**config.mk**
```make
export PLATFORM = sky130hd
export DESIGN_NAME = max7219_frame_tx
export DESIGN_NICKNAME = d
export VERILOG_FILES = /design/src/rtl/max7219_pkg.sv /design/src/rtl/max7219_spi_word.sv /design/src/rtl/max7219_frame_tx.sv
export SDC_FILE = /design/constraint.sdc
export NUM_CORES = 1
export LEC_CHECK = 0
export BUFFER_PORTS_ARGS = -buffer_cell sky130_fd_sc_hd__clkbuf_2
export CORE_MARGIN = 5
export CORE_UTILIZATION = 35
export CTS_CLUSTER_DIAMETER = 120
export DETAILED_ROUTE_END_ITERATION = 16
export GPL_TIMING_DRIVEN = 0
export SETUP_SLACK_MARGIN = 0.3
export SLEW_MARGIN = 20
export SYNTH_ARGS = -nofsm -noshare
export SYNTH_HDL_FRONTEND = slang
export SYNTH_SLANG_ARGS = --single-unit
export TNS_END_PERCENT = 1
```
**constraint.sdc**
```tcl
create_clock -name clk -period 6.4 [get_ports clk]
set_input_delay 0.64 -clock clk [delete_from_list [all_inputs] [get_ports clk]]
set_output_delay 0.64 -clock clk [all_outputs]
set_load 0.005 [all_outputs]
```
**src/rtl/max7219_pkg.sv**
```systemverilog
// Shared constants and word builder for the MAX7219 two-device chain transmitter.
package max7219_pkg;

  localparam logic [3:0] ADDR_DIGIT0    = 4'h1;
  localparam logic [3:0] ADDR_DECODE    = 4'h9;
  localparam logic [3:0] ADDR_INTENSITY = 4'hA;
  localparam logic [3:0] ADDR_SCAN      = 4'hB;
  localparam logic [3:0] ADDR_SHUTDOWN  = 4'hC;
  localparam logic [3:0] ADDR_TEST      = 4'hF;

  localparam int unsigned INIT_WORDS = 5;
  localparam int unsigned ROW_WORDS  = 8;

  typedef enum logic [1:0] {
    SPI_IDLE,
    SPI_SHIFT,
    SPI_LATCH
  } spi_state_e;

  // One device's 16-bit register write.
  function automatic logic [15:0] mk_half(input logic [3:0] addr, input logic [7:0] data);
    return {4'h0, addr, data};
  endfunction

endpackage

```
**src/rtl/max7219_spi_word.sv**
```systemverilog
// Shifts one 32-bit chain word MSB first with a divided serial clock, then pulses LOAD.
module max7219_spi_word #(
  parameter int unsigned CLK_DIV = 2
) (
  input  logic        clk,
  input  logic        rst,
  input  logic        go,
  input  logic [31:0] word_in,
  output logic        word_done_c,
  output logic        max_din,
  output logic        max_clk,
  output logic        max_load
);
  import max7219_pkg::*;

  localparam int unsigned     CW       = $clog2(2 * CLK_DIV + 1);
  localparam logic [CW-1:0]   CNT_LAST = CW'(2 * CLK_DIV - 1);
  localparam logic [CW-1:0]   CNT_HALF = CW'(CLK_DIV);

  spi_state_e    state_q, state_d;
  logic [CW-1:0] cnt_q, cnt_d;
  logic [4:0]    bit_q, bit_d;
  logic [31:0]   sh_q, sh_d;
  logic          max_din_q, max_din_d;
  logic          max_clk_q, max_clk_d;
  logic          max_load_q, max_load_d;

  always_ff @(posedge clk or posedge rst) begin
    if (rst) begin
      state_q    <= SPI_IDLE;
      cnt_q      <= '0;
      bit_q      <= '0;
      sh_q       <= '0;
      max_din_q  <= 1'b0;
      max_clk_q  <= 1'b0;
      max_load_q <= 1'b1;
    end else begin
      state_q    <= state_d;
      cnt_q      <= cnt_d;
      bit_q      <= bit_d;
      sh_q       <= sh_d;
      max_din_q  <= max_din_d;
      max_clk_q  <= max_clk_d;
      max_load_q <= max_load_d;
    end
  end

  // Pin values are decoded from the next state so they line up with state_q.
  always_comb begin
    state_d     = state_q;
    cnt_d       = cnt_q;
    bit_d       = bit_q;
    sh_d        = sh_q;
    word_done_c = 1'b0;

    unique case (state_q)
      SPI_IDLE: begin
        if (go) begin
          state_d = SPI_SHIFT;
          sh_d    = word_in;
          bit_d   = 5'd31;
          cnt_d   = '0;
        end
      end
      SPI_SHIFT: begin
        if (cnt_q == CNT_LAST) begin
          cnt_d = '0;
          if (bit_q == 5'd0) begin
            state_d = SPI_LATCH;
          end else begin
            bit_d = bit_q - 5'd1;
            sh_d  = {sh_q[30:0], 1'b0};
          end
        end else begin
          cnt_d = cnt_q + CW'(1);
        end
      end
      SPI_LATCH: begin
        if (cnt_q == CNT_LAST) begin
          word_done_c = 1'b1;
          cnt_d       = '0;
          if (go) begin
            state_d = SPI_SHIFT;
            sh_d    = word_in;
            bit_d   = 5'd31;
          end else begin
            state_d = SPI_IDLE;
          end
        end else begin
          cnt_d = cnt_q + CW'(1);
        end
      end
      default: state_d = SPI_IDLE;
    endcase

    max_load_d = (state_d != SPI_SHIFT);
    max_clk_d  = (state_d == SPI_SHIFT) && (cnt_d >= CNT_HALF);
    max_din_d  = (state_d == SPI_SHIFT) && sh_d[31];
  end

  assign max_din  = max_din_q;
  assign max_clk  = max_clk_q;
  assign max_load = max_load_q;

endmodule

```
**src/rtl/max7219_frame_tx.sv**
```systemverilog
// Snapshots a 128-bit pixel frame and streams config plus row words to two chained MAX7219s.
module max7219_frame_tx #(
  parameter int unsigned CLK_DIV   = 2,
  parameter logic [3:0]  INTENSITY = 4'h8
) (
  input  logic         clk,
  input  logic         rst,
  input  logic         start,
  input  logic         init_req,
  input  logic [127:0] frame,
  output logic         busy,
  output logic         done,
  output logic         max_din,
  output logic         max_clk,
  output logic         max_load
);
  import max7219_pkg::*;

  localparam logic [3:0] N_INIT_FRAME = 4'(INIT_WORDS + ROW_WORDS);
  localparam logic [3:0] N_ROW_FRAME  = 4'(ROW_WORDS);

  logic [127:0] shadow_q, shadow_d;
  logic         init_pending_q, init_pending_d;
  logic         busy_q, busy_d;
  logic         done_q, done_d;
  logic [3:0]   word_idx_q, word_idx_d;
  logic [3:0]   n_words_q, n_words_d;
  logic         init_now;
  logic         go_c;
  logic [31:0]  word_c;
  logic         word_done_c;

  // Word idx of a frame: config words first when with_init, then rows 0..7.
  function automatic logic [31:0] word_for(input logic [3:0] idx, input logic with_init,
                                           input logic [127:0] frm);
    logic [15:0] cfg;
    logic [2:0]  row;
    logic [3:0]  addr;
    logic [6:0]  lo;
    logic [31:0] w;
    unique case (idx)
      4'd0:    cfg = mk_half(ADDR_DECODE, 8'h00);
      4'd1:    cfg = mk_half(ADDR_INTENSITY, {4'h0, INTENSITY});
      4'd2:    cfg = mk_half(ADDR_SCAN, 8'h07);
      4'd3:    cfg = mk_half(ADDR_SHUTDOWN, 8'h01);
      default: cfg = mk_half(ADDR_TEST, 8'h00);
    endcase
    row  = with_init ? 3'(idx - 4'(INIT_WORDS)) : idx[2:0];
    addr = ADDR_DIGIT0 + {1'b0, row};
    lo   = {1'b0, row, 3'b000};
    if (with_init && (idx < 4'(INIT_WORDS))) begin
      w = {cfg, cfg};
    end else begin
      w = {mk_half(addr, frm[7'd64 + lo +: 8]), mk_half(addr, frm[lo +: 8])};
    end
    return w;
  endfunction

  always_ff @(posedge clk or posedge rst) begin
    if (rst) begin
      shadow_q       <= '0;
      init_pending_q <= 1'b1;
      busy_q         <= 1'b0;
      done_q         <= 1'b0;
      word_idx_q     <= '0;
      n_words_q      <= '0;
    end else begin
      shadow_q       <= shadow_d;
      init_pending_q <= init_pending_d;
      busy_q         <= busy_d;
      done_q         <= done_d;
      word_idx_q     <= word_idx_d;
      n_words_q      <= n_words_d;
    end
  end

  always_comb begin
    shadow_d       = shadow_q;
    init_pending_d = init_pending_q | init_req;
    busy_d         = busy_q;
    done_d         = 1'b0;
    word_idx_d     = word_idx_q;
    n_words_d      = n_words_q;
    init_now       = init_pending_q | init_req;
    go_c           = 1'b0;
    word_c         = '0;

    if (!busy_q) begin
      if (start) begin
        shadow_d       = frame;
        n_words_d      = init_now ? N_INIT_FRAME : N_ROW_FRAME;
        word_idx_d     = '0;
        init_pending_d = 1'b0;
        busy_d         = 1'b1;
        go_c           = 1'b1;
        word_c         = word_for(4'd0, init_now, frame);
      end
    end else if (word_done_c) begin
      if (word_idx_q == n_words_q - 4'd1) begin
        busy_d = 1'b0;
        done_d = 1'b1;
      end else begin
        word_idx_d = word_idx_q + 4'd1;
        go_c       = 1'b1;
        word_c     = word_for(word_idx_q + 4'd1, n_words_q == N_INIT_FRAME, shadow_q);
      end
    end
  end

  max7219_spi_word #(
    .CLK_DIV (CLK_DIV)
  ) u_spi_word (
    .clk         (clk),
    .rst         (rst),
    .go          (go_c),
    .word_in     (word_c),
    .word_done_c (word_done_c),
    .max_din     (max_din),
    .max_clk     (max_clk),
    .max_load    (max_load)
  );

  assign busy = busy_q;
  assign done = done_q;

endmodule

```
==> results of run 1 <==
final timing paths:
check | end | slack, ps | cells past startpoint
setup / recovery | u_spi_word.sh_q[9]$_DFFE_PP0P_ | 3270 | 12
hold / removal | shadow_q[39]$_DFFE_PP0P_ | 310 | 2
setup reg to reg | u_spi_word.sh_q[9]$_DFFE_PP0P_ | 3270 | 12
hold reg to reg | shadow_q[117]$_DFFE_PP0P_ | 480 | 2
max in group asynchronous | shadow_q[76]$_DFFE_PP0P_ | 5190 | 3
min in group clk | shadow_q[116]$_DFFE_PP0P_ | 390 | 3
flip-flops by register name, summed over array words and instances (netlist names):
name,count
word_idx_q,4
done,1
u_spi_word.bit_q,5
n_words_q,2
init_pending_q,1
u_spi_word.state_q,2
u_spi_word.max_load,1
u_spi_word.cnt_q,3
u_spi_word.max_clk,1
shadow_q,128
u_spi_word.sh_q,32
busy,1
u_spi_word.max_din,1
through the flow:
step	TNS [ps]	setup WS (ps)	hold slack, ps
after global placement	-269030	-1510	453
after global routing	0	3100	369
after floorplan	0	820	437
final	0	3270	309
after CTS	0	3280	341
after detailed placement	0	3300	457
cell usage in the layout, fill, tap and decap left out, drive strengths merged, types with 3 or more instances in the layout:
master and n:
a2111oi 4, a211oi 4, a21o 3, a21oi 26, a22o 8, a22oi 18
a31oi 7, and3 3, buf 25, clkbuf 187, clkinv 5, dfrtp 180
ha 14, inv 17, mux2 4, mux2i 14, mux4 32, nand2 424
nand2b 4, nor2 25, nor2b 7, nor3 5, o211ai 12, o21ai 11
o21bai 7, o31ai 8, xnor2 3
cells by family (layout without fill, tap and decap cells):
kind of cell    Yosys count  count (layout)
compound gates          126             126
flops                   182             182
simple gates            486             486
fa+ha+maj                14              14
buf+inv                  67             236
xor+xnor                  5               5
mux                      50              50
area by class of cell:
class                      count  area share, %
buffer                        57           3.05
clock buffer                  18           4.01
clock inverter                14           1.47
inverter                      10          0.421
multi-input combinational    681           38.0
sequential                   182           42.6
tap                          330           3.86
timing repair buffer         137           6.62
synth_stat cells, drive strengths merged (3+ instances only):
| master | count | area (um2) |
|---|---|---|
| mux2 | 4 | 45.0 |
| and3 | 3 | 20.0 |
| a21oi | 26 | 145 |
| o31ai | 8 | 60.1 |
| inv | 10 | 37.5 |
| xnor2 | 3 | 45.1 |
| dfrtp | 180 | 4500 |
| o211ai | 12 | 95.1 |
| buf | 24 | 203 |
| a21o | 3 | 23.8 |
| o21bai | 7 | 56.3 |
| nand2 | 424 | 1590 |
| a22o | 8 | 70.1 |
| ha | 14 | 175 |
| nand2b | 4 | 25.0 |
| a22oi | 18 | 145 |
| clkbuf | 33 | 124 |
| nor2 | 25 | 98.8 |
| a31oi | 7 | 43.8 |
| nor2b | 7 | 43.8 |
| o21ai | 11 | 58.8 |
| nor3 | 5 | 25.0 |
| mux4 | 32 | 724 |
| a2111oi | 4 | 72.6 |
| a211oi | 4 | 35.0 |
| mux2i | 14 | 140 |
power breakdown:
part	internal [uW]	switching [uW]	total, uW
clock	555	510	1070
combinational	340	379	719
sequential	1300	97.7	1400
total	2190	987	3180
routing by layer:
metal,vias to the layer above,wire length (um)
li1,3440,-
met1,3546,11300
met2,211,12200
met3,39,1190
met4,0,658
met5,-,0
==> out/results.txt, run 1 <==
The measured slew at the worst slew-check pin is 899 ps, and the headroom to the max-slew limit is 39.6%. Leaving out filler cells and counting taps, the final layout contains 1429. Post-CTS repair changed the size of 0 cells. Summing all multi-input logic gate instances after layout gives 4070 um2. VDD sags by at most 0.179 mV. The number of CTS-inserted buffers came out at 17. The die covers 29000 um2.

The run finished with clean final reports. The tools report the endpoint arrival time on the critical path as 3440 ps. The count of boundary I/O pins is 137, and the max capacitance violation total is 0. The post-synthesis async set-or-reset flop share works out to 100%. The instance area at placement was 10100 um2. The met3 track utilization from global routing is 3.21%, and the width of the die is 170 um. Clock-pin slew was measured on the worst setup and hold paths at 70 ps. The total wirelength of the detailed-routed design came out at 25.4 mm. After Yosys synthesis, full adders, half adders and majority gates account for 1.95% of the synthesized area. The instance count after placement with tap cells included was 1397; the met1 track demand over resource was 24.3%.

The total area inside the core boundary comes to 25300 um2. The number of synthesized register bits was 182; the via density per instance was 5.06. For the placed wire-length estimate, the log shows 19.0 mm. The number of hold buffers added after CTS was 0. Summing all non-filler instances in the final layout gives an area of 10700 um2. The run gives 42.4% as the post-route core utilization. The logs give 7236 for the routed via count and 511 for the DRC violation total after the first TritonRoute iteration. For the final number of max-transition violations, the log shows 0. Counting distinct cell types in the post-synthesis netlist gives 72. The startpoint-to-endpoint class of the critical path was reg2reg. The fmax is 320 MHz. The synthesized netlist devotes 0.696% of its cell area to XOR and XNOR gates. The tools report the combined global-route utilization of all metal layers as 18.0%. Before antenna repair, the detailed router went through 5 iterations. Synthesis handed over a netlist of 930 instances.

TritonCTS built the clock tree. The cell area after synthesis is 8990 um2. The family of cells with the greatest summed delay on the critical path is compound AO/OA/AOI/OAI gates.

Yosys mapped a number of flops with a built-in enable equal to 0. The antenna diode count is 0, and the detail-routed net length per standard cell is 17.8 um. H-tree level count: 4. At the worst endpoint, the required time is 6720 ps. In the final design database the tool counted 1232 nets.

Synthesis produced a netlist with a net count of 1076. The worst setup path is captured at a flop. No sink is reached through more buffers than the 2 on the longest clock path. Compared with the post-synthesis result, the final layout area differs by 19.1%.

The clock arrives with 11.8 ps of skew. The buffering stage count on the worst path with inverters included was 4; the met2 demand-to-capacity share in global routing was 29.6%. In the routed design, unresolved DRC markers number 0. The final weighted congestion of routability-driven global placement came out at 0.860. The fraction of layout instances using a drive strength above 1 works out to 23.2%.

Each instance of the synthesized netlist takes up on average 9.67 um2. By area, the combinational part of the netlist is dominated by simple AND/OR/NAND/NOR gates. Count of buffers added by post-CTS timing repair for setup: 0.

In this run the vertical extent of the chip is 170 um. The startpoint of the most critical register-to-register path was word_idx_q[0]$_DFFE_PP0P_. Startpoint type of the worst setup path: a flop. The synthesized netlist devotes 10.9% of its cell area to compound gates.

Power spread over the standard cell area amounts to 297 nW/um2. The count of buffers from port buffering is 136, and the post-synthesis mux area share is 10.1%. The pin count of the biggest net entering global routing was 94; the basic-gate share of the synthesized area counting and, or, nand and nor cells was 21.6%. Of the synthesized area, sequential elements account for 50.7%. The via count of the first global-routing pass is 7415, and the number of inserted filler cells in the final layout is 2511. In this run the worst setup path begins at word_idx_q[0]$_DFFE_PP0P_. The class of the tightest hold or removal check was in2async. The design draws 3180 uW.

The run gives 0 as the number of synthesis warnings. The smallest clock period supported by the final layout is computed as 3130 ps. The total overflow left after global routing is 0. On the worst path, the slowest cell contributes a delay of 440 ps.

The tools report the final-report setup violation count as 0. Initial antenna violation count: 0. The tree built by TritonCTS fans out to 182 sinks. The critical path goes through buf_6 > inv_1 > ha_1 > nor2_1 > a21oi_2 > buf_4 > buf_4 > ha_1 > a41oi_1 > a211oi_2 > a21oi_1 > o31ai_1. The cell at the root of the clock tree is clkbuf_16. In this run the worst path has a maximum fanout of 10.

The logs give 0 for the hold violation count in the final report and 58 for the total number of placement rows. The most crowded layer after global routing was met2. Most common flop cell mapped by yosys: dfrtp_1. After layout, the worst path uses 48.8% of the clock period. The later pin in the worst-skew pair is clocked with a latency of 440 ps. Once detail routing completed, the nets flagged for antenna violations numbered 0. Setup repair after global routing left no endpoint under its margin. The global-route wire length before repair is 40.4 mm, and the effective utilization at floorplan is 35.6%. Summing all flip-flop and latch instances after layout gives 4560 um2. The cell with the largest stage delay on the worst path is dfrtp_1. Leakage power: 0.00535 uW.
Power figures use the tool's default switching activity.
==> run 2, diff against run 1 <==
==> constraint.sdc (replaced) <==
create_clock -name clk -period 3.2 [get_ports clk]
set_input_delay 0.32 -clock clk [delete_from_list [all_inputs] [get_ports clk]]
set_output_delay 0.32 -clock clk [all_outputs]
set_load 0.005 [all_outputs]
==> out/results.txt, run 2 (same netlist as run 1, synthesis figures left out) <==
The capturing point of the worst reg2reg path is u_spi_word.sh_q[9]$_DFFE_PP0P_. The tools report the worst setup slack for register-to-register paths as 420 ps (-2850 ps). Setup repair after global routing could not meet its margin everywhere. For the fmax, the log shows 360 MHz (+13%).

The effective utilization at floorplan was 35.6% (unchanged). The largest registers in the layout are shadow_q: 128 flops, u_spi_word.sh_q: 32 flops, u_spi_word.bit_q: 5 flops. The instance count after placement with tap cells included is 1402 (+0.36%).

In this run the critical register-to-register path is launched from word_idx_q[0]$_DFFE_PP0P_. The cell at the root of the clock tree is clkbuf_16. The detail-routed net length per standard cell was 17.7 um (-0.29%); the number of remaining DRC errors was 0 (unchanged). For the initial antenna violation count, the log shows 1 (+1). The total power is 6410 uW (+100%), and the measured slew at the worst slew-check pin is 960 ps (+61.1 ps). The flip-flop count of the largest register, all copies and words added came out at 128 (unchanged). Required time at the worst-slack endpoint: 3520 ps (-3200 ps). For the final worst clock skew, the log shows 6.92 ps (-4.85 ps). The synthesis-to-finish area growth was 20.7%; the total number of placement rows was 58 (unchanged).

The biggest fanout along the worst timing path works out to 10 (unchanged). The final instance area came out at 10900 um2 (+1.4%). The critical path goes through buf_6 > inv_1 > ha_1 > nor2_1 > a21oi_4 > buf_6 > buf_4 > ha_1 > a41oi_1 > a211oi_2 > a21oi_1 > o31ai_1. The buffering stage count on the worst path with inverters included is 4 (unchanged), and the headroom to the max-slew limit is 35.5% (-4.1 points).

The run gives 0.851 (-1.0%) as the final weighted congestion of routability-driven global placement. The run gives 0.324 mV (+81%) as the peak ir drop on the vdd network. The maximum cell stage delay along the critical path came out at 450 ps (about the same).

The width of the die is 170 um (unchanged), and the remaining antenna violation count is 0 (unchanged). The met1 track demand over resource was 24.5% (+0.23 points). The flow ran to the end, and the final reports show no timing, DRC or antenna violations.

The clock-pin transition on the worst setup and hold timing paths is 80 ps (about the same). The final standard cell count with taps included and fillers excluded is 1438 (+0.63%), and the area of the die is 29000 um2 (unchanged). The fraction of the cycle the final worst path needs was 86.8% (+38 points).

The minimum period implied by the final worst setup slack was 2780 ps (-350 ps). The post-route core utilization is 43.0% (+0.58 points), and the clock latency on the worst-skew pair is 440 ps (about the same). STA classifies the critical path endpoint as a flop. The start point of the worst hold path was frame[13]. The count of buffers from port buffering was 136 (unchanged). The worst-case hold path end point is shadow_q[13]$_DFFE_PP0P_.

For the H-tree level count, the log shows 4 (unchanged). The worst hold path depth is 3, and the number of sinks handled by clock tree synthesis is 182 (unchanged). The final number of max-transition violations was 0 (unchanged); the total wirelength of the detailed-routed design was 25.5 mm (+0.34%).

The number of inserted filler cells in the final layout came out at 2487 (-0.96%). For the setup slack after layout, the log shows 424 ps (-2850 ps). The critical path is of the reg2reg type.

The run gives 0 (unchanged) as the max capacitance violation total. The slowest stage of the critical path belongs to the cell dfrtp_1. The logs give 7403 (-0.16%) for the via count of the first global-routing pass and 18.1% (+0.11 points) for the combined global-route utilization of all metal layers. Routed via count: 7238 (+0.028%). The leakage power is 0.00541 uW (+1.3%), and the pin count of the biggest net entering global routing is 34 (-64%). The run gives 4560 um2 (unchanged) as the flip-flop and latch area. The worst setup path is launched from a flop.

Final-report setup violation count: 0 (unchanged). The met3 track utilization from global routing was 4.09% (+0.88 points). The placeable core region is 25300 um2 (unchanged), and the total congestion overflow is 0 (unchanged).

The hold violation count in the final report is 0 (unchanged). The cell family contributing the most delay on the critical path is compound AO/OA/AOI/OAI gates. The DRC violation total after the first TritonRoute iteration is 513 (+0.39%), and the count of boundary I/O pins is 137 (unchanged). The instance area at placement is 10200 um2 (+0.95%), and the global-route wire length before repair is 40.7 mm (+0.65%). Fraction of layout instances using a drive strength above 1: 23.8% (+0.65 points). The tools report the number of CTS-inserted buffers as 17 (unchanged). TritonCTS built the clock tree. Via density per instance: 5.03 (-0.60%). The tools report the endpoint arrival time on the critical path as 3090 ps (-350 ps). The maximum number of buffers from clock root to sink was 2 (unchanged); the worst setup slack before clock tree synthesis was 85.9 ps (-3210 ps).

The iteration count of the initial detailed-routing pass was 4 (-1); the worst-case reg-to-reg path depth was 12 (unchanged). Class of the tightest hold or removal check: in2reg. The placed wire-length estimate was 19.3 mm (+1.2%).

In the layout the commonest cells are nand2_1, dfrtp_1, clkbuf_2. The met2 demand-to-capacity share in global routing is 29.3% (-0.31 points). More flip-flops sit in one register than any other, and that register is shadow_q. The area occupied by multi-input gates is 4080 um2 (+0.31%), and the vertical die dimension is 170 um (unchanged). The layer flagged by global routing as most heavily used is met2.

Leaving out fill and tap cells, the most frequent cell in the layout is nand2_1. The net count reported at finish was 1241 (+0.73%); the total power divided by cell area was 590 nW/um2 (+99%).
## run 2: cell types whose count changed in the layout (fill, tap and decap cells not counted), moves of 2 or more
| cell | delta |
|---|---|
| buf_12 | +5 |
| buf_4 | +2 |
| clkbuf_8 | +2 |
| clkinv_2 | -2 |
| clkinv_8 | -2 |
## run 2: worst max path at each step
stage | cells after the start | end | start | slack [ps]
finish | 12 | u_spi_word.sh_q[9]$_DFFE_PP0P_ | word_idx_q[0]$_DFFE_PP0P_ | 420
CTS | 9 | u_spi_word.sh_q[3]$_DFFE_PP0P_ | n_words_q[2]$_DFFE_PP0P_ | 420
floorplan | 1 | busy$_DFF_PP0_ | rst | 550
global placement | 2 | u_spi_word.sh_q[15]$_DFFE_PP0P_ | rst | -690
detailed placement | 12 | u_spi_word.sh_q[9]$_DFFE_PP0P_ | word_idx_q[0]$_DFFE_PP0P_ | 90
global route | 9 | u_spi_word.sh_q[3]$_DFFE_PP0P_ | n_words_q[2]$_DFFE_PP0P_ | 270
## run 2: where the power goes
part,switching (uW),total [uW],internal [uW],leakage [uW]
logic,767,1480,708,0.00281
clock network,996,2140,1140,0.000287
registers,197,2790,2600,0.00232
## run 2: final cells by class
| type | count | share of cell area, % |
|---|---|---|
| Sequential cell | 182 | 42.0 |
| Multi-Input combinational cell | 681 | 37.6 |
| Timing Repair Buffer | 146 | 7.75 |
| Clock buffer | 19 | 4.17 |
| Tap cell | 330 | 3.80 |
| Buffer | 57 | 3.04 |
| Clock inverter | 12 | 1.22 |
| Inverter | 10 | 0.380 |
| Antenna cell | 1 | 0.0231 |
## run 2: worst register-to-register path: stages (launching register included)
cell and delay, ps:
dfrtp_1 450, buf_6 190, inv_1 80, ha_1 320, nor2_1 80, a21oi_4 200, buf_6 220, buf_4 260
ha_1 290, a41oi_1 210, a211oi_2 90, a21oi_1 190, o31ai_1 90
## run 2: per-layer routing
| metal | vias to the layer above | wire [um] |
|---|---|---|
| li1 | 3461 | - |
| met5 | - | 0 |
| met1 | 3566 | 11500 |
| met2 | 180 | 12300 |
| met3 | 31 | 1210 |
| met4 | 0 | 549 |
## run 2: timing repair
item / in CTS / in global routing
hold buffers: 1 / 0
resized for setup: 2 / 1
setup buffers: 3 / 0
hold endpoints to repair: 11 / 0
endpoints found under the setup margin: 7 / 11
pin swaps: 0 / 0
gates cloned: 0 / 0
## run 2: metrics by stage
step	TNS, ps	hold WS [ps]
2_1_floorplan	0	425
3_3_place_gp	-122130	453
3_5_place_dp	0	301
4_1_cts	0	51.0
5_1_grt	0	58.4
6_report	0	66.2
==> run 3, diff against run 2 <==
==> constraint.sdc (replaced) <==
create_clock -name clk -period 3.2 [get_ports clk]
set_input_delay 0.8 -clock clk [delete_from_list [all_inputs] [get_ports clk]]
set_output_delay 0.8 -clock clk [all_outputs]
set_load 0.005 [all_outputs]
==> out/results.txt, run 3 (same netlist as run 1, synthesis figures left out) <==
The cell sitting at the root of the clock tree is a clkbuf_16. The run gives 0 (unchanged) as the hold violation count in the final report. The clock-pin transition on the worst setup and hold timing paths is 70 ps (about the same), and the flip-flop and latch area is 4560 um2 (unchanged). The tools report the nature of the critical path endpoint as a flop.

The fmax came out at 359 MHz (-0.27%). The worst register-to-register path ends at u_spi_word.sh_q[9]$_DFFE_PP0P_. The area of the die was 29000 um2 (unchanged).

Startpoint-to-endpoint class of the critical path: reg2reg. The final worst clock skew came out at 9.47 ps (+2.55 ps). The synthesis-to-finish area growth is 20.6% (about the same).

The logs give 25.5 mm (about the same) for the total wirelength of the detailed-routed design and 0.00541 uW (about the same) for the leakage power. The global-route wire length before repair came out at 40.7 mm (about the same). The run gives 1 (unchanged) as the initial antenna violation count. For the combined global-route utilization of all metal layers, the log shows 18.1% (about the same). The vertical die dimension is 170 um (unchanged). The wire length on met2 came out at 12.2 mm (-0.25%).

The number of CTS-inserted buffers was 17 (unchanged); the number of remaining DRC errors was 0 (unchanged). The peak ir drop on the vdd network came out at 0.325 mV (+0.19%). The fraction of the cycle the final worst path needs works out to 87.0% (+0.24 points). The tools report the count of boundary I/O pins as 137 (unchanged). Tracing the worst setup path back leads to its startpoint at word_idx_q[0]$_DFFE_PP0P_.

The run gives 3510 ps (about the same) as the required time at the worst-slack endpoint. The final-report setup violation count came out at 0 (unchanged). The biggest fanout along the worst timing path works out to 10 (unchanged).

The endpoint arrival time on the critical path was 3100 ps (about the same); the hold buffer count at cts was 0 (-1). The instance area at placement is 10200 um2 (unchanged). The width of the die was 170 um (unchanged). Class of the tightest hold or removal check: in2async. The via count of the first global-routing pass is 7409 (+0.081%). The count of buffers from port buffering was 136 (unchanged). The most critical setup path has its endpoint at u_spi_word.sh_q[9]$_DFFE_PP0P_. The final weighted congestion of routability-driven global placement came out at 0.851 (unchanged). The run finished with clean final reports. The via density per instance is 5.04 (about the same), and the headroom to the max-slew limit is 35.6% (+0.069 points). For the pin count of the biggest net entering global routing, the log shows 34 (unchanged). The placed wire-length estimate is 19.3 mm (unchanged). Setup repair after global routing could not meet its margin everywhere. The total power divided by cell area is 591 nW/um2 (+0.11%). The library cell used most frequently in the layout, excluding fill and tap cells, is nand2_1.

The tools report the number of sinks handled by clock tree synthesis as 182 (unchanged). For the final instance area, the log shows 10800 um2 (about the same). TritonCTS built the clock tree. The detail-routed net length per standard cell came out at 17.7 um (about the same). The flip-flop count of the largest register, all copies and words added is 128 (unchanged).

The met1 routed wirelength after detailed routing is 11.4 mm (-0.35%). The remaining antenna violation count is 0 (unchanged). The total congestion overflow was 0 (unchanged); the measured slew at the worst slew-check pin was 959 ps (-1.02 ps).

The run gives 440 ps (about the same) as the clock latency on the worst-skew pair. The max capacitance violation total is 0 (unchanged). The largest registers in the layout are shadow_q: 128 flops, u_spi_word.sh_q: 32 flops, u_spi_word.bit_q: 5 flops. The minimum period implied by the final worst setup slack was 2780 ps (+7.54 ps).

Area occupied by multi-input gates: 4080 um2 (unchanged). Worst-case reg-to-reg path depth: 12 (unchanged). Startpoint of the most critical register-to-register path: word_idx_q[0]$_DFFE_PP0P_. The DRC violation total after the first TritonRoute iteration was 460 (-10%); the placeable core region was 25300 um2 (unchanged). In this run the top signal layer used is met4.

The logs give 420 ps (about the same) for the worst setup slack for register-to-register paths and 6 (+2) for the iteration count of the initial detailed-routing pass. The net count reported at finish came out at 1240 (-0.081%). The met3 layer wire length in the routed design came out at 1.28 mm (+6.0%). Effective utilization at floorplan: 35.6% (unchanged). The number of inserted filler cells in the final layout came out at 2488 (+0.040%). The register with the most flip-flops in the final layout is shadow_q. Final number of max-transition violations: 0 (unchanged). The top cell types in the final layout, fill and taps aside, are nand2_1, dfrtp_1, clkbuf_2. The fraction of layout instances using a drive strength above 1 was 23.9% (about the same); the routed via count was 7240 (+0.028%). Total number of placement rows: 58 (unchanged). The startpoint type of the worst setup path is a flop. The H-tree level count is 4 (unchanged). The worst hold slack across all endpoints was 313 ps (+247 ps); the maximum number of buffers from clock root to sink was 2 (unchanged).
[run 3: cell types whose count changed in the layout (fill, tap and decap cells not counted)]
cell           delta
dlygate4sd3_1     -1
[run 3: cell type report]
| cell class | instances | share of cell area, % |
|---|---|---|
| plain buffers | 57 | 3.05 |
| flip-flops and latches | 182 | 42.0 |
| multi-input cells | 681 | 37.6 |
| well taps | 330 | 3.81 |
| clock buffers | 19 | 4.18 |
| diodes | 1 | 0.0231 |
| clock inverters | 12 | 1.22 |
| repair buffers | 145 | 7.66 |
| inverters | 10 | 0.381 |
[run 3: metrics by stage]
stage          std cells  setup slack (ps)  utilization (%)  TNS [ps]  power (uW)
2_1_floorplan        930              65.1                -         0        3830
3_3_place_gp        1396             -1170             39.9   -209060        4250
3_5_place_dp        1402              85.9             40.4         0        4290
4_1_cts             1436               419             42.9         0        6450
5_1_grt             1437               275             42.9         0        6740
6_report            1437               416             42.9         0        6410
[run 3: how the worst min path moves through the flow]
stage	start	to	slack, ps	cells after the start
6_report	rst	shadow_q[107]$_DFFE_PP0P_	310	2
5_1_grt	rst	shadow_q[107]$_DFFE_PP0P_	310	2
4_1_cts	rst	shadow_q[107]$_DFFE_PP0P_	300	2
3_5_place_dp	shadow_q[60]$_DFFE_PP0P_	shadow_q[60]$_DFFE_PP0P_	460	2
3_3_place_gp	shadow_q[18]$_DFFE_PP0P_	shadow_q[18]$_DFFE_PP0P_	450	2
2_1_floorplan	shadow_q[106]$_DFFE_PP0P_	shadow_q[106]$_DFFE_PP0P_	440	2
[run 3: worst max-delay path: stages, from the launching register on]
cell and delay, ps:
dfrtp_1 450, buf_6 190, inv_1 80, ha_1 320, nor2_1 80, a21oi_4 200
buf_6 220, buf_4 260, ha_1 290, a41oi_1 210, a211oi_2 80, a21oi_1 190
o31ai_1 90
[run 3: metal layers]
layer | track usage (%) | vias up
li1 | - | 3458
met5 | 0 | -
met4 | 5.28 | 0
met3 | 4.09 | 32
met1 | 24.5 | 3562
met2 | 29.3 | 188
[run 3: report_power, final]
part	switching, uW	internal, uW
Sequential	197	2600
Clock	999	1140
Combinational	767	707
[run 3: what timing repair did]
action	in CTS	in global routing
buffers inserted	3	0
cloned	0	0
hold endpoints to repair	0	0
endpoints found under the setup margin	7	11
gates resized for setup	2	1
